### config.mk
export PLATFORM = sky130hd
export DESIGN_NAME = mem_test_master_flat
export DESIGN_NICKNAME = d
export VERILOG_FILES = /design/src/rtl/mem_test_pkg.sv /design/src/rtl/mem_test_master_if.sv /design/src/rtl/mem_test_bus_cycle.sv /design/src/rtl/mem_test_master.sv /design/src/flat_wrapper.sv
export SDC_FILE = /design/constraint.sdc
export NUM_CORES = 1
export LEC_CHECK = 0
export BUFFER_PORTS_ARGS = -buffer_cell sky130_fd_sc_hd__clkbuf_2
export CORE_MARGIN = 10
export CORE_UTILIZATION = 60
export DETAILED_ROUTE_END_ITERATION = 10
export PLACE_DENSITY = 0.87
export SLEW_MARGIN = 20
export SYNTH_ARGS = -nofsm -noshare
export SYNTH_HDL_FRONTEND = slang
export SYNTH_SLANG_ARGS = --single-unit
### constraint.sdc
create_clock -name clk -period 5.5 [get_ports clk]
set_input_delay 1.1 -clock clk [delete_from_list [all_inputs] [get_ports clk]]
set_output_delay 1.1 -clock clk [all_outputs]
set_load 0.02 [all_outputs]
### src/rtl/mem_test_pkg.sv
// Shared definitions for the memory bring-up bus initiator.
// Holds FSM encodings, error/signature codes and the test-pattern function.
package mem_test_pkg;

    // Sequencer states (top level).
    typedef enum logic [2:0] {
        StIdle,
        StIssue,
        StWait,
        StCheck,
        StSigIssue,
        StSigWait,
        StDone
    } top_state_e;

    // Single bus-cycle engine states.
    typedef enum logic [1:0] {
        BsIdle,
        BsSetup,
        BsStrobe,
        BsRelease
    } bus_state_e;

    typedef enum logic {
        PhWrite,
        PhRead
    } phase_e;

    localparam logic [15:0] ERR_WR_TIMEOUT    = 16'h0001;
    localparam logic [15:0] ERR_RD_TIMEOUT    = 16'h0002;
    localparam logic [15:0] ERR_REL_TIMEOUT   = 16'h0003;
    localparam logic [15:0] ERR_MISMATCH_BASE = 16'h8000;
    localparam logic [15:0] SIG_PASS          = 16'h00aa;
    localparam logic [15:0] SIG_FAIL          = 16'h00ff;

    // Word i carries {~i, i} so stuck or swapped data lines show up quickly.
    function automatic logic [31:0] pattern(input logic [15:0] idx);
        return {~idx, idx};
    endfunction

endpackage

### src/rtl/mem_test_master_if.sv
// 68030-style async-strobe bus between the test master and a memory responder.
// master: drives address/data/strobes/lanes, receives read data and DTACK.
// slave:  the responder side.
interface mem_test_master_if;
    logic [31:0] ADR_OUT;
    logic [31:0] DATA_OUT;
    logic [31:0] DATA_IN;
    logic        ASn;
    logic        RWn;
    logic        UDS;
    logic        LDS;
    logic        UDS2;
    logic        LDS2;
    logic        DBENn;
    logic        DTACK;

    modport master (
        output ADR_OUT, DATA_OUT, ASn, RWn, UDS, LDS, UDS2, LDS2, DBENn,
        input  DATA_IN, DTACK
    );

    modport slave (
        input  ADR_OUT, DATA_OUT, ASn, RWn, UDS, LDS, UDS2, LDS2, DBENn,
        output DATA_IN, DTACK
    );
endinterface

### src/rtl/mem_test_bus_cycle.sv
// Runs one bus cycle: SETUP (address/RWn/data stable) -> STROBE (wait DTACK)
// -> RELEASE (wait DTACK negate), each wait bounded by TIMEOUT_CYCLES.
// Ports: clk, reset_n; req/rw(1=read)/addr/wdata request, sampled while idle;
// ack pulses when the cycle completes, timeout pulses on an expired wait
// (timeout_release tells which wait), rdata holds the last read word;
// bus is the master side of the strobe bus.
module mem_test_bus_cycle
    import mem_test_pkg::*;
#(
    parameter int unsigned TIMEOUT_CYCLES = 255,
    parameter int unsigned SETUP_CYCLES   = 1
) (
    input  logic        clk,
    input  logic        reset_n,
    input  logic        req,
    input  logic        rw,
    input  logic [31:0] addr,
    input  logic [31:0] wdata,
    output logic        ack,
    output logic        timeout,
    output logic        timeout_release,
    output logic [31:0] rdata,
    mem_test_master_if.master bus
);

    localparam int unsigned TmoBits =
        ($clog2(TIMEOUT_CYCLES + 1) > 8) ? $clog2(TIMEOUT_CYCLES + 1) : 8;
    localparam logic [TmoBits-1:0] TmoLast   = TmoBits'(TIMEOUT_CYCLES - 1);
    localparam logic [3:0]         SetupLast = 4'(SETUP_CYCLES - 1);

    bus_state_e         st_q, st_d;
    logic [31:0]        addr_q, wdata_q, rdata_q;
    logic               rwn_q;
    logic [3:0]         setup_cnt_q;
    logic [TmoBits-1:0] tcnt_q;
    logic               tmo_hit;

    assign tmo_hit = (tcnt_q == TmoLast);
    assign rdata   = rdata_q;

    always_ff @(posedge clk) begin
        if (!reset_n) st_q <= BsIdle;
        else          st_q <= st_d;
    end

    // DTACK is checked before the timeout, so an ack on the last cycle wins.
    always_comb begin
        st_d = st_q;
        unique case (st_q)
            BsIdle:    if (req) st_d = BsSetup;
            BsSetup:   if (setup_cnt_q == SetupLast) st_d = BsStrobe;
            BsStrobe: begin
                if (bus.DTACK)   st_d = BsRelease;
                else if (tmo_hit) st_d = BsIdle;
            end
            BsRelease: if (!bus.DTACK || tmo_hit) st_d = BsIdle;
            default:   st_d = BsIdle;
        endcase
    end

    always_comb begin
        ack             = (st_q == BsRelease) && !bus.DTACK;
        timeout         = ((st_q == BsStrobe) && !bus.DTACK && tmo_hit) ||
                          ((st_q == BsRelease) && bus.DTACK && tmo_hit);
        timeout_release = (st_q == BsRelease);
        bus.ASn         = (st_q != BsStrobe);
        bus.DBENn       = (st_q != BsStrobe);
        bus.UDS         = (st_q == BsStrobe);
        bus.LDS         = (st_q == BsStrobe);
        bus.UDS2        = (st_q == BsStrobe);
        bus.LDS2        = (st_q == BsStrobe);
        bus.RWn         = (st_q == BsIdle) ? 1'b1 : rwn_q;
        bus.ADR_OUT     = addr_q;
        bus.DATA_OUT    = wdata_q;
    end

    always_ff @(posedge clk) begin
        if (!reset_n) begin
            addr_q      <= '0;
            wdata_q     <= '0;
            rdata_q     <= '0;
            rwn_q       <= 1'b1;
            setup_cnt_q <= '0;
            tcnt_q      <= '0;
        end else begin
            if (st_q == BsIdle && req) begin
                addr_q      <= addr;
                rwn_q       <= rw;
                setup_cnt_q <= '0;
                if (!rw) wdata_q <= wdata;
            end
            if (st_q == BsSetup) setup_cnt_q <= setup_cnt_q + 4'd1;
            // Restart the timeout on every state change (entry to STROBE/RELEASE).
            if (st_q != st_d) tcnt_q <= '0;
            else if (st_q == BsStrobe || st_q == BsRelease) tcnt_q <= tcnt_q + 1'b1;
            if (st_q == BsStrobe && bus.DTACK && rwn_q) rdata_q <= bus.DATA_IN;
        end
    end

endmodule

### src/rtl/mem_test_master.sv
// Memory bring-up bus initiator: writes NUM_WORDS pattern words from
// BASE_ADDR, reads them back, compares, then issues one signature write
// ({00aa,0000} on pass, {00ff,err_code} on fail).
// Ports: clk, reset_n (sync, active low), start pulse; bus (master side of
// the strobe bus); busy, sticky done, pass and err_code status.
module mem_test_master
    import mem_test_pkg::*;
#(
    parameter logic [31:0] BASE_ADDR      = 32'h0000_1000,
    parameter int unsigned NUM_WORDS      = 64,
    parameter int unsigned TIMEOUT_CYCLES = 255,
    parameter int unsigned SETUP_CYCLES   = 1
) (
    input  logic        clk,
    input  logic        reset_n,
    input  logic        start,
    mem_test_master_if.master bus,
    output logic        busy,
    output logic        done,
    output logic        pass,
    output logic [15:0] err_code
);

    localparam logic [15:0] LastIdx = 16'(NUM_WORDS - 1);

    top_state_e  st_q, st_d;
    phase_e      phase_q;
    logic [15:0] idx_q, err_q;
    logic        done_q, pass_q;

    logic        req, req_rw, bus_ack, bus_timeout, bus_tmo_rel;
    logic [31:0] req_addr, req_wdata, rdata;
    logic        last, mismatch;

    assign last     = (idx_q == LastIdx);
    assign mismatch = (rdata != pattern(idx_q));
    assign done     = done_q;
    assign pass     = pass_q;
    assign err_code = err_q;

    mem_test_bus_cycle #(
        .TIMEOUT_CYCLES (TIMEOUT_CYCLES),
        .SETUP_CYCLES   (SETUP_CYCLES)
    ) u_bus_cycle (
        .clk             (clk),
        .reset_n         (reset_n),
        .req             (req),
        .rw              (req_rw),
        .addr            (req_addr),
        .wdata           (req_wdata),
        .ack             (bus_ack),
        .timeout         (bus_timeout),
        .timeout_release (bus_tmo_rel),
        .rdata           (rdata),
        .bus             (bus)
    );

    always_ff @(posedge clk) begin
        if (!reset_n) st_q <= StIdle;
        else          st_q <= st_d;
    end

    always_comb begin
        st_d = st_q;
        unique case (st_q)
            StIdle:  if (start) st_d = StIssue;
            StIssue: st_d = StWait;
            StWait: begin
                if (bus_timeout)  st_d = StSigIssue;
                else if (bus_ack) st_d = (phase_q == PhRead) ? StCheck : StIssue;
            end
            StCheck:    st_d = (mismatch || last) ? StSigIssue : StIssue;
            StSigIssue: st_d = StSigWait;
            // Signature cycle result is ignored: a timeout just ends the test.
            StSigWait:  if (bus_ack || bus_timeout) st_d = StDone;
            StDone:     st_d = StIdle;
            default:    st_d = StIdle;
        endcase
    end

    always_comb begin
        req  = (st_q == StIssue) || (st_q == StSigIssue);
        busy = (st_q != StIdle) && (st_q != StDone);
        if (st_q == StSigIssue || st_q == StSigWait) begin
            req_rw    = 1'b0;
            req_addr  = (err_q == 16'h0) ? {SIG_PASS, 16'h0000} : {SIG_FAIL, err_q};
            req_wdata = '0;
        end else begin
            req_rw    = (phase_q == PhRead);
            req_addr  = BASE_ADDR + {14'd0, idx_q, 2'b00};
            req_wdata = pattern(idx_q);
        end
    end

    always_ff @(posedge clk) begin
        if (!reset_n) begin
            phase_q <= PhWrite;
            idx_q   <= '0;
            err_q   <= '0;
            done_q  <= 1'b0;
            pass_q  <= 1'b0;
        end else begin
            if (st_q == StIdle && start) begin
                phase_q <= PhWrite;
                idx_q   <= '0;
                err_q   <= '0;
                done_q  <= 1'b0;
                pass_q  <= 1'b0;
            end
            if (st_q == StWait && bus_timeout) begin
                if (bus_tmo_rel)            err_q <= ERR_REL_TIMEOUT;
                else if (phase_q == PhRead) err_q <= ERR_RD_TIMEOUT;
                else                        err_q <= ERR_WR_TIMEOUT;
            end else if (st_q == StWait && bus_ack && phase_q == PhWrite) begin
                if (last) begin
                    phase_q <= PhRead;
                    idx_q   <= '0;
                end else begin
                    idx_q <= idx_q + 16'd1;
                end
            end
            if (st_q == StCheck) begin
                if (mismatch)   err_q <= ERR_MISMATCH_BASE | {1'b0, idx_q[14:0]};
                else if (!last) idx_q <= idx_q + 16'd1;
            end
            if (st_q == StSigWait && (bus_ack || bus_timeout)) begin
                done_q <= 1'b1;
                pass_q <= (err_q == 16'h0);
            end
        end
    end

endmodule

### src/flat_wrapper.sv
// flat-port wrapper written by rule: the top's interface ports become plain ports
module mem_test_master_flat import mem_test_pkg::*;
#(
    parameter logic [31:0] BASE_ADDR      = 32'h0000_1000,
    parameter int unsigned NUM_WORDS      = 64,
    parameter int unsigned TIMEOUT_CYCLES = 255,
    parameter int unsigned SETUP_CYCLES   = 1
)
  (clk, reset_n, start, busy, done, pass, err_code, bus_ADR_OUT, bus_DATA_OUT, bus_ASn, bus_RWn, bus_UDS, bus_LDS, bus_UDS2, bus_LDS2, bus_DBENn, bus_DATA_IN, bus_DTACK);
  mem_test_master_if bus_i ();
  input  logic clk;
  input  logic reset_n;
  input  logic start;
  output logic busy;
  output logic done;
  output logic pass;
  output logic [15:0] err_code;
  output wire logic [$bits(bus_i.ADR_OUT)-1:0] bus_ADR_OUT;
  output wire logic [$bits(bus_i.DATA_OUT)-1:0] bus_DATA_OUT;
  output wire logic [$bits(bus_i.ASn)-1:0] bus_ASn;
  output wire logic [$bits(bus_i.RWn)-1:0] bus_RWn;
  output wire logic [$bits(bus_i.UDS)-1:0] bus_UDS;
  output wire logic [$bits(bus_i.LDS)-1:0] bus_LDS;
  output wire logic [$bits(bus_i.UDS2)-1:0] bus_UDS2;
  output wire logic [$bits(bus_i.LDS2)-1:0] bus_LDS2;
  output wire logic [$bits(bus_i.DBENn)-1:0] bus_DBENn;
  input wire logic [$bits(bus_i.DATA_IN)-1:0] bus_DATA_IN;
  input wire logic [$bits(bus_i.DTACK)-1:0] bus_DTACK;
  assign bus_ADR_OUT = bus_i.ADR_OUT;
  assign bus_DATA_OUT = bus_i.DATA_OUT;
  assign bus_ASn = bus_i.ASn;
  assign bus_RWn = bus_i.RWn;
  assign bus_UDS = bus_i.UDS;
  assign bus_LDS = bus_i.LDS;
  assign bus_UDS2 = bus_i.UDS2;
  assign bus_LDS2 = bus_i.LDS2;
  assign bus_DBENn = bus_i.DBENn;
  assign bus_i.DATA_IN = bus_DATA_IN;
  assign bus_i.DTACK = bus_DTACK;
  mem_test_master #(.BASE_ADDR(BASE_ADDR), .NUM_WORDS(NUM_WORDS), .TIMEOUT_CYCLES(TIMEOUT_CYCLES), .SETUP_CYCLES(SETUP_CYCLES)) u_core (.clk(clk), .reset_n(reset_n), .start(start), .bus(bus_i), .busy(busy), .done(done), .pass(pass), .err_code(err_code));
endmodule
# [Word-level counts from Yosys, hierarchy flattened]
# Index checks and enable logic that the tools add are counted.
[word_totals] out_inout_bits=90 input_bits=36 regBits=149 elab_cells=110
[classes] mux=40 reduce_logical=32 eq_ne=17 bitwise_logic=4 addsub=4
[ops] cell="16-bit 2-to-1 mux" n=12
[ops] cell="32-bit 2-to-1 mux" n=2
[ops] cell="32-bit inequality test" n=1
[ops] cell="23-bit 2-to-1 mux" n=1
[ops] cell="13-bit by 18-bit adder with 19-bit output, first input constant" n=1
[ops] cell="3-bit case mux with 6 select lines" n=1
[ops] cell="16-bit by 1-bit adder with 16-bit output, second input constant" n=1
[ops] cell="16-bit by 6-bit equality test with 1-bit output, second input constant" n=1
[ops] cell="16-bit logical NOT" n=1
[ops] cell="16-bit NOT" n=1
[ops] cell="3-bit 2-to-1 mux" n=5
[ops] cell="1-bit logical AND" n=14
[ops] cell="2-bit 2-to-1 mux" n=7
[ops] cell="1-bit 2-to-1 mux" n=9
[ops] cell="8-bit by 1-bit adder with 8-bit output, second input constant" n=1
[ops] cell="8-bit equality test, second input constant" n=1
[ops] cell="4-bit 2-to-1 mux" n=2
[ops] cell="2-bit case mux with 4 select lines" n=1
[ops] cell="1-bit logical OR" n=7
[ops] cell="3-bit by 2-bit equality test with 1-bit output, second input constant" n=2
[ops] cell="3-bit equality test, second input constant" n=2
[ops] cell="4-bit by 1-bit adder with 4-bit output, second input constant" n=1
[ops] cell="2-bit equality test, second input constant" n=2
[ops] cell="4-bit logical NOT" n=1
[ops] cell="16 further kinds" n=20

# [Depth between registers and ports, before layout]
# Gate-level depths: netlist (run 1).
[depth] depth_word=9 mapped_depth=10 mapped_depth_nobuf=9

# [Modules after synthesis]
# A second synthesis (run 1) with hierarchy kept.
[unflattened] hier_cells=892 area_unflattened_um2=7294.5
[by_module_without_submodules] mod="mem_test_bus_cycle" seq_area_each_um2=2222.1 n_inst=1 cells_each=520 area_per_inst_um2=4414.2
[by_module_without_submodules] mod="mem_test_master" seq_area_each_um2=760.7 n_inst=1 cells_each=372 area_per_inst_um2=2880.3

# [Worst setup path after synthesis (run 1)]
# No wires, ideal clock.
[synth_timing] path_type="register to output" start="register u_core.u_bus_cycle.st_q[1]" end="output bus_DBENn" arrival_time_ns=1.565 n_path_buf=2 required_time_ns=4.400 path_stages_with_launch=6 path_slack_ns=2.835 cell_sequence="dfxtp_1 -> clkbuf_1 -> inv_1 -> nor2_1 -> inv_1 -> buf_4"
[synth_via] elab_chain_cells=1
[synth_rtl] item="start, declared" line_no="mem_test_bus_cycle.sv:31" source="bus_state_e st_q, st_d;"
[synth_rtl] item="start signal, assigned" line_no="mem_test_bus_cycle.sv:42" source="if (!reset_n) st_q <= BsIdle;"
[synth_rtl] item="start signal, assigned" line_no="mem_test_bus_cycle.sv:43" source="else st_q <= st_d;"
[synth_rtl] item="2-bit inequality test"
[synth_rtl] item="end, declared" line_no="flat_wrapper.sv:26" source="output wire logic [$bits(bus_i.DBENn)-1:0] bus_DBENn;"
# Every way passes these cells.

# [Worst setup path after layout (run 1)]
[layout_timing] start="register u_core.u_bus_cycle.st_q[1]" end="output bus_ASn"
[layout_via] elab_chain_cells=1
[layout_rtl] item="2-bit inequality test" line_no="mem_test_bus_cycle.sv:66" source="bus.ASn = (st_q != BsStrobe);"
[layout_rtl] item="end, declared" line_no="flat_wrapper.sv:20" source="output wire logic [$bits(bus_i.ASn)-1:0] bus_ASn;"
# Every way passes these cells.

==> results of run 1 <==
-- cells by family (layout without fill, tap and decap cells) --
family | count (synthesis) | count (layout) | synth area share, %
other | 1 | 8 | 0.05719
adder cells (fa/ha/maj) | 7 | 7 | 1.336
multiplexers | 1 | 1 | 0.1717
AO/OA/AOI/OAI | 180 | 180 | 20.23
buffers and inverters | 89 | 165 | 6.735
flip-flops | 138 | 138 | 42.13
AND/OR/NAND/NOR | 340 | 340 | 25.87
XOR/XNOR | 26 | 26 | 3.473
-- metrics by stage --
| step | cells | setup slack [ps] | total power [mW] |
|---|---|---|---|
| 2_1_floorplan | 789 | 2835 | 1.537 |
| 3_3_place_gp | 973 | 2595 | 1.681 |
| 3_5_place_dp | 973 | 2608 | 1.692 |
| 4_1_cts | 1005 | 2278 | 2.910 |
| 5_1_grt | 1005 | 2118 | 3.024 |
| 6_report | 1005 | 2314 | 2.909 |
-- registers in the layout, indices dropped and copies added, names as in the netlist --
register / count
u_core.done: 1
u_core.err_code: 16
u_core.idx_q: 16
u_core.pass: 1
u_core.phase_q: 1
u_core.st_q: 3
u_core.u_bus_cycle.bus.ADR_OUT: 21
u_core.u_bus_cycle.bus.DATA_OUT: 32
u_core.u_bus_cycle.rdata: 32
u_core.u_bus_cycle.rwn_q: 1
u_core.u_bus_cycle.setup_cnt_q: 4
u_core.u_bus_cycle.st_q: 2
u_core.u_bus_cycle.tcnt_q: 8
-- report_power, final --
group	total, mW	switching (mW)	internal (mW)	leakage, nW
clock network	1.23	0.422	0.806	0.308
registers	1.15	0.0681	1.08	1.12
logic	0.533	0.355	0.179	1.63
-- path summary, 6_finish.rpt --
kind | start | end | slack [ps] | cells past startpoint
hold reg to reg | u_core.u_bus_cycle.rdata[17] | u_core.u_bus_cycle.rdata[17] | 470 | 2
setup / recovery | u_core.u_bus_cycle.st_q[1] | bus_ASn | 2310 | 4
setup reg to reg | u_core.idx_q[13] | u_core.err_code[11] | 2510 | 7
hold / removal | u_core.u_bus_cycle.rdata[17] | u_core.u_bus_cycle.rdata[17] | 470 | 2
-- cell type report --
type	instances	area, um2
repair buffers	123	630.6
multi-input cells	562	3396
fillers	827	3149
inverters	10	37.54
well taps	140	175.2
flip-flops and latches	138	2763
clock buffers	21	449.2
clock inverters	11	192.7
-- per-layer routing --
metal,vias to the layer above,global-route usage [%],wire length [um]
li1,2827,-,-
met1,2737,27.03,7069
met2,316,37.41,8710
met3,48,7.064,1707
met4,0,6.511,308
met5,-,0,0
-- cells in the mapped netlist (10+ instances only) --
| cell type | count |
|---|---|
| a21boi_0 | 46 |
| a21oi_1 | 14 |
| a22oi_1 | 19 |
| and2_1 | 21 |
| buf_4 | 16 |
| clkbuf_1 | 46 |
| dfxtp_1 | 138 |
| inv_1 | 10 |
| nand2_1 | 142 |
| nand3_1 | 38 |
| nand4_1 | 11 |
| nor2_1 | 36 |
| nor2b_1 | 30 |
| nor3b_1 | 11 |
| o211a_1 | 12 |
| o21ai_0 | 27 |
| xnor2_1 | 12 |
| xor2_1 | 14 |
-- placed cells by master (no fill, tap or decap), types with 6 or more instances in the layout --
| master | count |
|---|---|
| nand2_1 | 142 |
| dfxtp_1 | 138 |
| clkbuf_2 | 117 |
| a21boi_0 | 46 |
| nand3_1 | 38 |
| nor2_1 | 36 |
| nor2b_1 | 30 |
| o21ai_0 | 27 |
| and2_1 | 21 |
| a22oi_1 | 19 |
| clkbuf_16 | 16 |
| a21oi_1 | 14 |
| xor2_1 | 14 |
| xnor2_1 | 12 |
| o211a_1 | 12 |
| nand4_1 | 11 |
| nor3b_1 | 11 |
| inv_1 | 10 |
| nor4_1 | 8 |
| and3b_1 | 8 |
| a21boi_1 | 8 |
| conb_1 | 8 |
| nor3_1 | 7 |
| a31oi_1 | 7 |
| o211ai_1 | 7 |
| ha_1 | 7 |
| and3_1 | 6 |
| o22ai_1 | 6 |
| a21oi_2 | 6 |
| a311oi_2 | 6 |
| buf_4 | 6 |
-- worst register-to-register path, cell delays in order (launching register included) --
cell and delay (ps):
dfxtp_1 680, and3b_1 250, o22ai_1 80, or4_4 570
nor3_2 370, nand2b_1 550, nand3_1 190, a21boi_1 220
==> results.md, run 1 <==
- Status: complete, no violations
- Ports: 126
- Die Ht: 124.5 um
- Critical path class: reg -> out
- Post-route ant nets: 0
- Pwr dens: 380.6 nW/um2
- WHS: 474.2 ps
- Tmin final: 3186 ps
- Crit path max-delay cell type: dfxtp_1
- Mapped Cells: 782
- Clk_skew: 6.894 ps
- Clock slew seen by the registers of the worst setup and hold paths: 60 ps
- Final design utilization: 70.82%
- Required @ worst endpoint: 4400 ps
- Top post-synthesis cells by area: dfxtp_1 42%, nand2_1 8.1%, a21boi_0 5.3%, nand3_1 2.9%, nor2b_1 2.9%
- Post-Synthesis Cell Area: 6558 um2
- Core Box Area: 10790 um2
- All-layer global routing usage: 22.44%
- Crit-path max FO: 17
- Top delay family on crit path: flip-flops
- Max-cap violation count: 0
- First-pass GRT wire length: 29660 um
- CP most frequent cell: inv_1
- Slew margin rel.: 33.66%
- Synth Warn #: 0
- Total global routing overflow: 0
- Max Clk Rate: 313.9 MHz
- Largest net degree at the start of global routing: 94
- Worst-Margin Slew: 991.5 ps
- Avg WL per Cell: 17.71 um
- Crit share post-route: 57.93%
- Max Slew Vio Count: 0
- Worst path cell trace: inv_1 -> nor2_1 -> inv_1 -> clkbuf_2
- Antenna diode instance count: 0
- Placed Instance Area: 6994 um2
- Drt first pass iters: 5
- RSZ-0062 raised after global routing: no
- Via count: 5928
- Startpoint type of the worst setup path: register
- Setup Buffers After CTS: 0
- Max clock buf depth: 2
- Finished Cell Area: 7644 um2
- Final setup violation count: 0
- TritonCTS buffer count: 17
- Row cnt: 38
- Post-detailed-route DRC marker count: 0
- Largest stage delay on the critical path: 690 ps
- Avg Vias per Cell: 5.899
- Post-cts sizing count: 0
- Worst path arrival time: 2090 ps
- Post-synth EDFFs: 0
- Peak supply drop: 0.0002448 V
- Syn avg cell area: 8.386 um2
- DRT iter0 DRCs: 699
- Die width: 124.5 um
- Yosys cell types: 61
- Hpwl dp: 11960 um
- Initial antenna violation count: 0
- Critical path capture point type: primary output
- Setup TNS: 0 ps
- Part of the Yosys area used for sequential elements: 42.13%
- Share of cells above drive strength 1: 20.58%
- Total wire length: 17800 um
- Worst path bufs/invs: 3
- # clock sinks: 138
- Nets: 895
- Total leakage power: 3.059 nW
- Die footprint: 15510 um2
- Post-synthesis register bit count: 138
- Starting Density: 60.76%
- Clock tree root driver cell: clkbuf_8
- Hold Buf Count CTS: 0
- Main flop type after synthesis: dfxtp_1
- Dominant cell type by area after synthesis: dfxtp_1
- Post-synth ARST share: 0%
- Synth top area share: 42.13%
- Vias in the first global route: 5768
- Final hold vios: 0
- Placer's final routability congestion estimate: 0.8869
- Worst skew pair latency: 520 ps
- Area growth, synth to finish: 16.56%
- Hold Crit Class: reg -> reg
- TritonCTS clock tree: built
- Port Buf Inserts: 117
- H-tree levels: 4
No activity file was read; power rests on OpenSTA's default activity.
==> run 2: changes to the inputs <==
ABC_AREA = 1   (was not set)
CORE_UTILIZATION = 52   (was 60)
PLACE_DENSITY = 0.78   (was 0.87)
clock period = 2.6 ns   (was 5.5 ns; I/O delays follow)
==> results.md, run 2 <==
- Part of the Yosys area used for sequential elements: 36.36% (-5.8 points)
- Max clock buf depth: 2 (unchanged)
- RSZ-0062 raised after global routing: no
- Finished Cell Area: 8771 um2 (+15%)
- Crit share post-route: 88.84%
- Avg WL per Cell: 16.54 um (-6.6%)
- Yosys cell types: 41 (-33%)
- R2R Path Start: u_core.idx_q[12]
- Starting Density: 52.67% (-8.1 points)
- Port Buf Inserts: 117 (unchanged)
- Core Box Area: 14420 um2 (+34%)
- Via count: 7923 (+34%)
- Die footprint: 19840 um2 (+28%)
- Hold Buf Count CTS: 0 (unchanged)
- Slew margin rel.: 39.20% (+5.5 points)
- FF-to-FF path depth: 12 (+5)
- Die width: 140.9 um (+13%)
- Max Clk Rate: 432.9 MHz
- Setup TNS: 0 ps (unchanged)
- Area growth, synth to finish: 15.45%
- TritonCTS clock tree: built
- Final hold vios: 0 (unchanged)
- Post-synth ARST share: 0% (unchanged)
- Max Slew Vio Count: 0 (unchanged)
- Total power: 8.169 mW (+180%)
- Clock slew seen by the registers of the worst setup and hold paths: 60 ps (about the same)
- Post-synthesis register bit count: 138 (unchanged)
- Worst setup margin: 290.2 ps (-2024 ps)
- Critical path capture point type: register
- Top post-synthesis cells by area: dfxtp_1 36%, nand2_1 16%, a21oi_1 8.1%, nand3_1 6.3%, nor2_1 5.1%
- Required @ worst endpoint: 2970 ps (-1430 ps)
- Worst skew pair latency: 430 ps (-90 ps)
- WHS: 339.3 ps (-134.9 ps)
- H-tree levels: 4 (unchanged)
- Post-detailed-route DRC marker count: 0 (unchanged)
- Die Ht: 140.9 um (+13%)
- Commonest non-fill, non-tap cell in the layout: nand2_1
- DRT iter0 DRCs: 942 (+35%)
- # clock sinks: 138 (unchanged)
- Most frequent cells in the layout: 329 x nand2_1, 138 x dfxtp_1, 123 x a21oi_1
- Hold_sp: bus_DATA_IN[18]
- Most common library cells after synthesis: 329 x nand2_1, 138 x dfxtp_1, 123 x a21oi_1
- Total wire length: 23880 um (+34%)
- Total global routing overflow: 0 (unchanged)
- Setup Buffers After CTS: 0 (unchanged)
- Worst-Margin Slew: 911.0 ps (-80.49 ps)
- Largest net degree at the start of global routing: 59 (-37%)
- Ports: 126 (unchanged)
- First-pass GRT wire length: 37770 um (+27%)
- Most frequent cell after synthesis: nand2_1
- Setup WS pre-CTS: 362.3 ps (-2246 ps)
- Clock tree root driver cell: clkbuf_16
- Post-synth EDFFs: 0 (unchanged)
- Hold Crit Class: in -> reg
- Vias in the first global route: 7118 (+23%)
- Drt first pass iters: 6 (+1)
- Share of cells above drive strength 1: 18.33% (-2.2 points)
- Dominant cell type by area after synthesis: dfxtp_1
- Nets: 1290 (+44%)
- Placed Instance Area: 8157 um2 (+17%)
- Placer's final routability congestion estimate: 1.019 (+15%)
- Peak supply drop: 0.0004474 V (+83%)
- Avg Vias per Cell: 5.487 (-7.0%)
- Post-Synthesis Cell Area: 7597 um2 (+16%)
- Startpoint type of the worst setup path: register
- TritonCTS buffer count: 17 (unchanged)
- Tmin final: 2310 ps
- Critical path class: reg -> reg
- Worst r2r dst: u_core.err_code[3]
- Total leakage power: 3.841 nW (+26%)
- Clk_skew: 8.697 ps (+1.802 ps)
- Antenna diode instance count: 0 (unchanged)
- Row cnt: 44 (+16%)
- Status: complete, no violations
- Worst path arrival time: 2680 ps (+590 ps)
- Filler Cell Count: 1324 (+60%)
- Synth Warn #: 0 (unchanged)
- Final Non-Filler Cells: 1444 (+44%)
- Syn avg cell area: 6.549 um2 (-22%)
- Post-cts sizing count: 0 (unchanged)
- R2r setup slk: 290 ps (-2220 ps)
- Final design utilization: 60.81% (-10 points)
- Hpwl dp: 17340 um (+45%)
- Crit-path max FO: 17 (unchanged)
- Pwr dens: 931.4 nW/um2 (+140%)
- Main flop type after synthesis: dfxtp_1
- Initial antenna violation count: 0 (unchanged)
- Final setup violation count: 0 (unchanged)
- All-layer global routing usage: 23.27% (+0.84 points)
- Synth top area share: 36.36% (-5.8 points)
- Max-cap violation count: 0 (unchanged)
- Crit path to: u_core.err_code[3]
- Post-route ant nets: 0 (unchanged)
- Crit path from: u_core.idx_q[12]
- Post-Place Cells: 1412 (+45%)
- Mapped Cells: 1160 (+48%)
-- run 2: layout make-up --
| cell class | count | area [um2] | share of cell area (%) |
|---|---|---|---|
| flip-flops and latches | 138 | 2763 | 31.50 |
| multi-input cells | 843 | 3988 | 45.46 |
| well taps | 184 | 230.2 | 2.625 |
| clock buffers | 22 | 474.2 | 5.407 |
| repair buffers | 143 | 780.7 | 8.902 |
| clock inverters | 10 | 140.1 | 1.598 |
| inverters | 104 | 395.4 | 4.508 |
-- run 2: cells by family (layout without fill, tap and decap cells) --
| group | after synthesis | after routing | synth area share [%] |
|---|---|---|---|
| compound gates | 220 | 220 | 15.27 |
| xor+xnor | 22 | 22 | 2.536 |
| fa+ha+maj | 7 | 7 | 1.153 |
| buf+inv | 186 | 279 | 11.50 |
| flops | 138 | 138 | 36.36 |
| other cells | 1 | 8 | 0.04936 |
| simple gates | 586 | 586 | 33.14 |
-- run 2: worst min-delay path by stage --
stage	end	slack, ps	cells after the start
after CTS	u_core.u_bus_cycle.rdata[2]	340	3
after global placement	u_core.u_bus_cycle.bus.DATA_OUT[9]	450	2
after global routing	u_core.u_bus_cycle.rdata[18]	350	3
after detailed placement	u_core.u_bus_cycle.bus.DATA_OUT[19]	450	2
final	u_core.u_bus_cycle.rdata[18]	340	3
after floorplan	u_core.u_bus_cycle.rdata[10]	440	2
-- run 2: power by group --
part	total, mW	leakage (nW)	switching [mW]	internal [mW]
Clock	2.52	0.293	0.939	1.58
Combinational	2.79	2.43	1.95	0.840
Sequential	2.86	1.12	0.340	2.52
Total	8.17	3.84	3.23	4.94
-- run 2: worst max-delay path, stage by stage, from the launching register on --
cell     delay (ps)
dfxtp_1         690
inv_1           290
nand2_1         140
nand2_1          80
nor2_1          110
nand2_1          60
nor2_1          100
nand2_1         110
nor2_4          170
nor2_4          110
inv_4           160
o21ai_0         100
nor2_1          110
-- run 2: metal layers --
metal,global-route usage (%),vias up,wire [um]
met4,8.641,0,666
met2,35.79,400,10720
met3,6.920,66,2622
met1,30.10,3585,9865
met5,0,-,0
li1,-,3872,-
==> run 3: changes to the inputs <==
CORE_ASPECT_RATIO = 1.5   (was not set)
==> results.md, run 3 (same netlist as run 2, synthesis figures left out) <==
- Status: complete, no violations
- All-layer global routing usage: 23.75% (+0.47 points)
- Tmin final: 2384 ps (+74.58 ps)
- Hold_sp: bus_DATA_IN[0]
- Die footprint: 19940 um2 (+0.50%)
- DRT iter0 DRCs: 798 (-15%)
- RSZ-0062 raised after global routing: no
- Critical path class: reg -> reg
- Worst-Margin Slew: 616.1 ps (-294.9 ps)
- Hold Buf Count CTS: 0 (unchanged)
- Placer's final routability congestion estimate: 0.9726 (-4.6%)
- Clock tree root driver cell: clkbuf_16
- Nets: 1296 (+0.47%)
- CP most frequent cell: nand2_1
- Max Clk Rate: 419.4 MHz (-3.1%)
- Final design utilization: 60.93% (+0.12 points)
- Largest net degree at the start of global routing: 59 (unchanged)
- Crit-path max FO: 17 (unchanged)
- Avg WL per Cell: 16.84 um (+1.8%)
- Initial antenna violation count: 0 (unchanged)
- WHS: 353.7 ps (+14.34 ps)
- Starting Density: 52.54% (-0.13 points)
- Worst skew pair latency: 430 ps (about the same)
- Die width: 118.7 um (-16%)
- Crit path max-delay cell type: dfxtp_1
- Slew margin rel.: 58.87% (+20 points)
- TritonCTS clock tree: built
- Setup Buffers After CTS: 0 (unchanged)
- Final setup violation count: 0 (unchanged)
- Worst path arrival time: 2750 ps (+70 ps)
- Worst path cell trace: inv_1 -> nand2_1 -> nand2_1 -> nor2_1 -> nand2_1 -> nor2_1 -> nand2_1 -> nor2_4 -> nor2_4 -> inv_4 -> o21ai_0 -> nor2_1
- Area growth, synth to finish: 15.96%
- Peak supply drop: 0.0005408 V (+21%)
- Total wire length: 24620 um (+3.1%)
- First-pass GRT wire length: 38720 um (+2.5%)
- Total leakage power: 3.859 nW (+0.48%)
- Post-route ant nets: 0 (unchanged)
- Critical path capture point type: register
- Hold Crit Class: in -> reg
- Core Box Area: 14460 um2 (+0.24%)
- Crit path from: u_core.idx_q[12]
- Antenna diode instance count: 0 (unchanged)
- Avg Vias per Cell: 5.465 (-0.40%)
- Clock slew seen by the registers of the worst setup and hold paths: 60 ps (about the same)
- Drt first pass iters: 6 (unchanged)
- Setup TNS: 0 ps (unchanged)
- Most frequent cells in the layout: 329 x nand2_1, 138 x dfxtp_1, 123 x a21oi_1
- Crit share post-route: 91.71% (+2.9 points)
- Hpwl dp: 17740 um (+2.3%)
- # clock sinks: 138 (unchanged)
- Port Buf Inserts: 117 (unchanged)
- Total global routing overflow: 0 (unchanged)
- Max Slew Vio Count: 0 (unchanged)
- Clk_skew: 10.98 ps (+2.286 ps)
- TritonCTS buffer count: 17 (unchanged)
- H-tree levels: 4 (unchanged)
- Ports: 126 (unchanged)
- Final hold vios: 0 (unchanged)
- Commonest non-fill, non-tap cell in the layout: nand2_1
- Row cnt: 54 (+23%)
- Largest stage delay on the critical path: 680 ps (about the same)
- Max clock buf depth: 2 (unchanged)
- Via count: 7990 (+0.85%)
- Total power: 8.087 mW (-1.0%)
- Worst path bufs/invs: 2 (unchanged)
- Post-cts sizing count: 0 (unchanged)
- Pwr dens: 917.9 nW/um2 (-1.4%)
- Max-cap violation count: 0 (unchanged)
- Startpoint type of the worst setup path: register
- Required @ worst endpoint: 2960 ps (about the same)
- Die Ht: 168.0 um (+19%)
- Share of cells above drive strength 1: 18.88% (+0.55 points)
- Post-detailed-route DRC marker count: 0 (unchanged)
- Top delay family on crit path: simple AND/OR/NAND/NOR gates
- R2R Path Start: u_core.idx_q[12]
- Vias in the first global route: 7636 (+7.3%)
==> run 3: changes by cell type in the layout (fill, tap and decap cells not counted), sizes merged <==
cell / previous run / this run
clkinv: 5 / 4
buf: 26 / 32
inv: 103 / 111
clkbuf: 139 / 134
bufinv: 3 / 1
==> run 3: metal layers <==
layer,GRT usage (%),routed length [um],share of wire (%)
met5,0,0,0
met3,5.591,2023,8.2
met2,41.39,12210,50
met1,25.78,9110,37
met4,13.43,1272,5.2
==> run 3: area by class of cell <==
class | instances | area [um2]
Tap cell | 196 | 245.2
Clock buffer | 17 | 425.4
Inverter | 104 | 395.4
Multi-Input combinational cell | 843 | 3988
Fill cell | 1384 | 5649
Clock inverter | 15 | 155.1
Timing Repair Buffer | 149 | 838.3
Sequential cell | 138 | 2763
==> run 3: power breakdown <==
group	switching [mW]	leakage (nW)	total (mW)	internal, mW
clock network	1.06	0.277	2.41	1.35
logic	1.97	2.46	2.82	0.847
registers	0.340	1.12	2.86	2.52
total	3.37	3.86	8.09	4.72
==> run 3: final timing paths <==
| check | end | slack, ps | depth (start not counted) |
|---|---|---|---|
| hold / removal | u_core.u_bus_cycle.rdata[0] | 350 | 3 |
| setup reg to reg | u_core.err_code[4] | 220 | 12 |
| hold reg to reg | u_core.u_bus_cycle.bus.DATA_OUT[3] | 460 | 2 |
| setup / recovery | u_core.err_code[4] | 220 | 12 |
==> run 3: through the flow <==
stage / instances / area, um2 / setup WS, ps
after floorplan: 1167 / 7624 / 899.5
after global placement: 1430 / 8229 / 332.8
after detailed placement: 1430 / 8229 / 330.6
after CTS: 1462 / 8810 / 314.7
after global routing: 1462 / 8810 / 87.18
final: 1462 / 8810 / 215.7
==> run 3: worst register-to-register path, delay by kind of cell, from the launching register on <==
family	cells	cell delay (ps)
AO/OA/AOI/OAI	1	120
buffers and inverters	2	430
flip-flops	1	680
AND/OR/NAND/NOR	9	1110
